$ cat config.mk
export PLATFORM = sky130hd
export DESIGN_NAME = pdm_mic_clk_ctrl
export DESIGN_NICKNAME = d
export VERILOG_FILES = /design/src/rtl/pdm_mic_clk_ctrl.sv
export SDC_FILE = /design/constraint.sdc
export NUM_CORES = 1
export LEC_CHECK = 0
export BUFFER_PORTS_ARGS = -buffer_cell sky130_fd_sc_hd__buf_2
export CAP_MARGIN = 25
export CORE_UTILIZATION = 60
export CTS_CLUSTER_SIZE = 10
export DETAILED_ROUTE_END_ITERATION = 8
export GPL_TIMING_DRIVEN = 0
export PLACE_DENSITY_LB_ADDON = 0.25
export SLEW_MARGIN = 20
export SYNTH_ARGS = -nofsm -noshare
export SYNTH_HDL_FRONTEND = slang
export SYNTH_SLANG_ARGS = --single-unit
$ cat constraint.sdc
create_clock -name clk -period 4.6 [get_ports clk]
set_input_delay 0.46 -clock clk [delete_from_list [all_inputs] [get_ports clk]]
set_output_delay 0.46 -clock clk [all_outputs]
set_load 0.01 [all_outputs]
$ cat src/rtl/pdm_mic_clk_ctrl.sv
// pdm_mic_clk_ctrl: PDM microphone clock generator with stereo bit capture.
// The system clock is divided by 2*half_div, where half_div is programmable at
// runtime. New ratios take effect only at the start of a high phase, so the
// mic clock never glitches. The mic data pin is resynchronised, then sampled:
// the right channel at the end of the high phase, the left channel at the end
// of the low phase.
module pdm_mic_clk_ctrl #(
    parameter int CNT_W        = 8,
    parameter int DEFAULT_HALF = 16,
    parameter int MIN_HALF     = 4
) (
    input  logic             clk,
    input  logic             rst,
    input  logic             en,
    input  logic [CNT_W-1:0] cfg_half,
    input  logic             cfg_load,
    output logic             cfg_busy,
    output logic             pdm_clk,
    output logic             rise_stb,
    output logic             fall_stb,
    input  logic             pdm_data,
    output logic             data_r,
    output logic             data_l,
    output logic             pair_valid
);

    localparam logic [CNT_W-1:0] DEF_H = CNT_W'(DEFAULT_HALF);
    localparam logic [CNT_W-1:0] MIN_H = CNT_W'(MIN_HALF);

    typedef enum logic [1:0] {
        IDLE = 2'd0,
        HIGH = 2'd1,
        LOW  = 2'd2
    } state_t;

    state_t           state_q;
    logic [CNT_W-1:0] cnt_q;
    logic [CNT_W-1:0] half_q;
    logic [CNT_W-1:0] pend_q;
    logic             busy_q;
    logic             clk_q;
    logic             rise_q;
    logic             fall_q;
    logic             dr_q;
    logic             dl_q;
    logic             pv_q;
    logic             sync1_q;
    logic             sync2_q;

    logic [CNT_W-1:0] cfg_clamped;
    logic [CNT_W-1:0] half_d;
    logic             phase_end;
    logic             start;

    // Too-small ratios (including 0) are raised to the minimum legal half-period.
    assign cfg_clamped = (cfg_half < MIN_H) ? MIN_H : cfg_half;
    // A load landing on the apply cycle bypasses pending and takes effect at once.
    assign half_d      = cfg_load ? cfg_clamped : pend_q;
    assign phase_end   = (cnt_q == half_q - CNT_W'(1));
    // A high phase begins from IDLE, or back-to-back after a completed period.
    assign start       = en && ((state_q == IDLE) || ((state_q == LOW) && phase_end));

    // Two-flop resynchroniser for the asynchronous mic data pin.
    always_ff @(posedge clk or posedge rst) begin
        if (rst) begin
            sync1_q <= 1'b0;
            sync2_q <= 1'b0;
        end else begin
            sync1_q <= pdm_data;
            sync2_q <= sync1_q;
        end
    end

    // Phase FSM: counts each phase, captures data at phase ends, applies config.
    always_ff @(posedge clk or posedge rst) begin
        if (rst) begin
            state_q <= IDLE;
            cnt_q   <= '0;
            half_q  <= DEF_H;
            pend_q  <= DEF_H;
            busy_q  <= 1'b0;
            clk_q   <= 1'b0;
            rise_q  <= 1'b0;
            fall_q  <= 1'b0;
            dr_q    <= 1'b0;
            dl_q    <= 1'b0;
            pv_q    <= 1'b0;
        end else begin
            rise_q <= 1'b0;
            fall_q <= 1'b0;
            pv_q   <= 1'b0;

            if (cfg_load) begin
                pend_q <= cfg_clamped;
                busy_q <= 1'b1;
            end

            case (state_q)
                IDLE: begin
                    cnt_q <= '0;
                    clk_q <= 1'b0;
                end
                HIGH: begin
                    if (phase_end) begin
                        cnt_q   <= '0;
                        dr_q    <= sync2_q;
                        state_q <= LOW;
                        clk_q   <= 1'b0;
                        fall_q  <= 1'b1;
                    end else begin
                        cnt_q <= cnt_q + CNT_W'(1);
                    end
                end
                LOW: begin
                    if (phase_end) begin
                        cnt_q   <= '0;
                        dl_q    <= sync2_q;
                        pv_q    <= 1'b1;
                        state_q <= IDLE;
                        clk_q   <= 1'b0;
                    end else begin
                        cnt_q <= cnt_q + CNT_W'(1);
                    end
                end
                default: begin
                    state_q <= IDLE;
                    cnt_q   <= '0;
                    clk_q   <= 1'b0;
                end
            endcase

            // Placed last so it overrides the IDLE/LOW outcomes above.
            if (start) begin
                half_q  <= half_d;
                busy_q  <= 1'b0;
                cnt_q   <= '0;
                state_q <= HIGH;
                clk_q   <= 1'b1;
                rise_q  <= 1'b1;
            end
        end
    end

    assign cfg_busy   = busy_q;
    assign pdm_clk    = clk_q;
    assign rise_stb   = rise_q;
    assign fall_stb   = fall_q;
    assign data_r     = dr_q;
    assign data_l     = dl_q;
    assign pair_valid = pv_q;

endmodule
==> results.cfg <==
[yosys]
synth_flop_cell = dfrtp_1
ys.warnings.count = 0
yosys.area.top_type = dfrtp_1
synth_top_cell_area_share = 0.468
async_flop_share = 1.00
synth_edf_count = 0
synth_cells = 152
synth_cell_types = 38
syn_area_um2 = 1760
syn_area_per_cell_um2 = 11.6
synth_nets = 170
synth.ff_latch_count = 35
ys_seq_area_frac = 0.498
synth_top_cells_by_count = 33 x dfrtp_1, 11 x inv_1, 10 x mux2_1, 10 x xnor2_1, 9 x nand2_1
ys_top_cells_by_area = dfrtp_1 47%, mux2_1 6.4%, xnor2_1 5.0%, and4_1 4.0%, ha_1 3.5%
synth_most_common_cell = dfrtp_1

[die]
initial_core_util = 0.634
ioPinCount = 20
die_w_um = 56.2
num_rows = 19
coreArea_um2 = 2780
die_h_um = 56.2
dieArea_um2 = 3160

[sta]
worst_clock_skew_ns = 0.0102
setup_violations = 0
max_freq_ghz = 0.350
hold_violations = 0
rsz0062_at_grt = false
tns_ns = 0
worst_slew_pin_slew_ns = 0.687
drv_slew = 0
relSlewSlack = 0.541
post-route-period-util = 0.621
period_needed_ns = 2.86

[drt]
routed_via_density = 5.66
drt_first_pass_iters = 4
drt-initial-drc-count = 20
antenna_left = 0
drt_wl_total_mm = 3.07
vias = 1188
wire_per_inst_um = 14.6
drc = 0

[setup_path]
crit_slowest_cell = or4_1
path_cells = or4_1 -> or4_4 -> a221oi_4 -> a41o_1 -> buf_6 -> mux2_1
cp-end-kind = flop
criticalPathCategory = flop to flop
r2r_cells = 6
arrival_ns = 3.07
start_kind = flop
worstPathMaxFanout = 10
worstPathRequired_ns = 4.82
cpPeakStageDelay_ns = 0.60
reg2reg_from = half_q[2]$_DFFE_PP0N_
reg2reg_slack_ns = 1.74
r2r-end = half_q[7]$_DFFE_PP0N_

[global_routing]
grt_usage = 0.230
grt_pass1_vias = 1218
grt_max_degree = 36
gr-total-overflow = 0
grt_pass1_wl_mm = 5.37
antenna_found_initial = 0

[outcome]
outcome = finished clean

[clock_network]
cts_resized = 0
insertion_delay_ns = 0.34
ctsHoldBuffers = 0
clockBufferDepth = 2
clkTransAtPathRegs_ns = 0.10
cts_root_buf = clkbuf_4
htreeDepth = 2
tritoncts = yes
cts_made_buffers = 5
cts_sinks = 35
cts_setup_buffers = 0

[power]
pwr-share-seq = 0.645
power_switching_w = 0.000106
p_int_w = 0.000386
p_comb_frac = 0.049
pwr-share-clk = 0.305
max-vdd-ir-drop_mv = 0.251
p_per_area_nw_per_um2 = 253
power.leakage_nw = 0.984
swShare = 0.215

[finish]
final_util = 0.700
final_nets = 196
layout-drive-gt1-share = 0.212
fillerInstances = 217
area_growth_pct = 10.4
antenna_cells = 0

[place]
port_buffers = 19
gp_congestion = 0.843
dp_hpwl_mm = 2.28

[job]
cap_violations = 0

[hold_path]
worstHoldPathType = input pin to asynchronous set/reset pin
==> cells by family (layout without fill, tap and decap cells) <==
| kind of cell | Yosys count | in the layout | synth area share |
|---|---|---|---|
| xor+xnor | 15 | 15 | 0.0745 |
| flops | 35 | 35 | 0.498 |
| mux | 15 | 15 | 0.0957 |
| compound gates | 19 | 19 | 0.0950 |
| simple gates | 50 | 50 | 0.169 |
| fa+ha+maj | 5 | 5 | 0.0355 |
| buf+inv | 13 | 40 | 0.0319 |
==> stage by stage <==
| stage | hold slack, ns | power, W | setup WS, ns | cells | instance area, um2 |
|---|---|---|---|---|---|
| after floorplan | 0.331 | 0.000338 | 1.96 | 152 | 1760 |
| after global placement | 0.348 | 0.000347 | 1.79 | 202 | 1900 |
| after detailed placement | 0.337 | 0.000348 | 1.74 | 202 | 1900 |
| after CTS | 0.214 | 0.000501 | 1.73 | 210 | 1950 |
| after global routing | 0.213 | 0.000515 | 1.63 | 210 | 1950 |
| final | 0.222 | 0.000492 | 1.74 | 210 | 1950 |
==> worst max-delay path, delay by kind of cell (launching register included) <==
family / cells / cell delay [ns]
flip-flops: 1 / 0.45
AND/OR/NAND/NOR: 2 / 1.13
multiplexers: 1 / 0.33
AO/OA/AOI/OAI: 2 / 0.67
buffers and inverters: 1 / 0.17
==> power groups by stage <==
stage / Combinational, W / Clock [W] / Sequential, W
floorplan: 0.0000150 / 0 / 0.000323
global placement: 0.0000235 / 0 / 0.000323
detailed placement: 0.0000246 / 0 / 0.000324
CTS: 0.0000249 / 0.000158 / 0.000318
global route: 0.0000278 / 0.000168 / 0.000319
finish: 0.0000243 / 0.000150 / 0.000318
==> placed cells by master, fill, tap and decap left out, types with 3 or more instances in the layout <==
cell type,n
dfrtp_1,33
buf_2,19
inv_1,10
xnor2_1,10
mux2_1,10
nand2_1,9
and4_1,8
nor2_1,7
xor2_1,5
mux2_2,5
ha_1,5
clkbuf_4,5
a21oi_1,4
nand3_1,4
o21ai_0,3
and2_1,3
nand4_1,3
clkbuf_1,3
==> flip-flops by register name, indices dropped and copies added, names as in the netlist <==
signal,count
data_l,1
sync1_q,1
fall_stb,1
rise_stb,1
state_q,2
data_r,1
pend_q,8
half_q,8
sync2_q,1
pair_valid,1
cnt_q,8
cfg_busy,1
pdm_clk,1
==> worst max-delay path by stage <==
stage / depth (start not counted) / slack [ns] / to / from
final: 6 / 1.74 / half_q[7]$_DFFE_PP0N_ / half_q[2]$_DFFE_PP0N_
after global routing: 6 / 1.63 / half_q[3]$_DFFE_PP0N_ / half_q[2]$_DFFE_PP0N_
after CTS: 6 / 1.73 / half_q[7]$_DFFE_PP0N_ / half_q[2]$_DFFE_PP0N_
after detailed placement: 6 / 1.74 / half_q[7]$_DFFE_PP0N_ / half_q[2]$_DFFE_PP0N_
after global placement: 6 / 1.79 / half_q[7]$_DFFE_PP0N_ / half_q[3]$_DFFE_PP0N_
after floorplan: 6 / 1.96 / half_q[0]$_DFFE_PP0N_ / half_q[2]$_DFFE_PP0N_
==> final cells by class <==
cell class                 instances  area (um2)  share of cell area
buffer                             2        15.0             0.00771
clock buffer                       8        48.8              0.0251
inverter                          11        41.3              0.0212
multi-input combinational        104         830               0.426
sequential                        35         878               0.451
tap                               31        38.8              0.0199
timing repair buffer              19        95.1              0.0488
==> layer usage <==
metal | share of wire | wire (um) | track usage
met2 | 0.49 | 1510 | 0.376
met5 | 0 | 0 | 0
met1 | 0.46 | 1410 | 0.269
met4 | 0.0088 | 27 | 0.0941
met3 | 0.038 | 116 | 0.0907
Power figures use the tool's default switching activity.
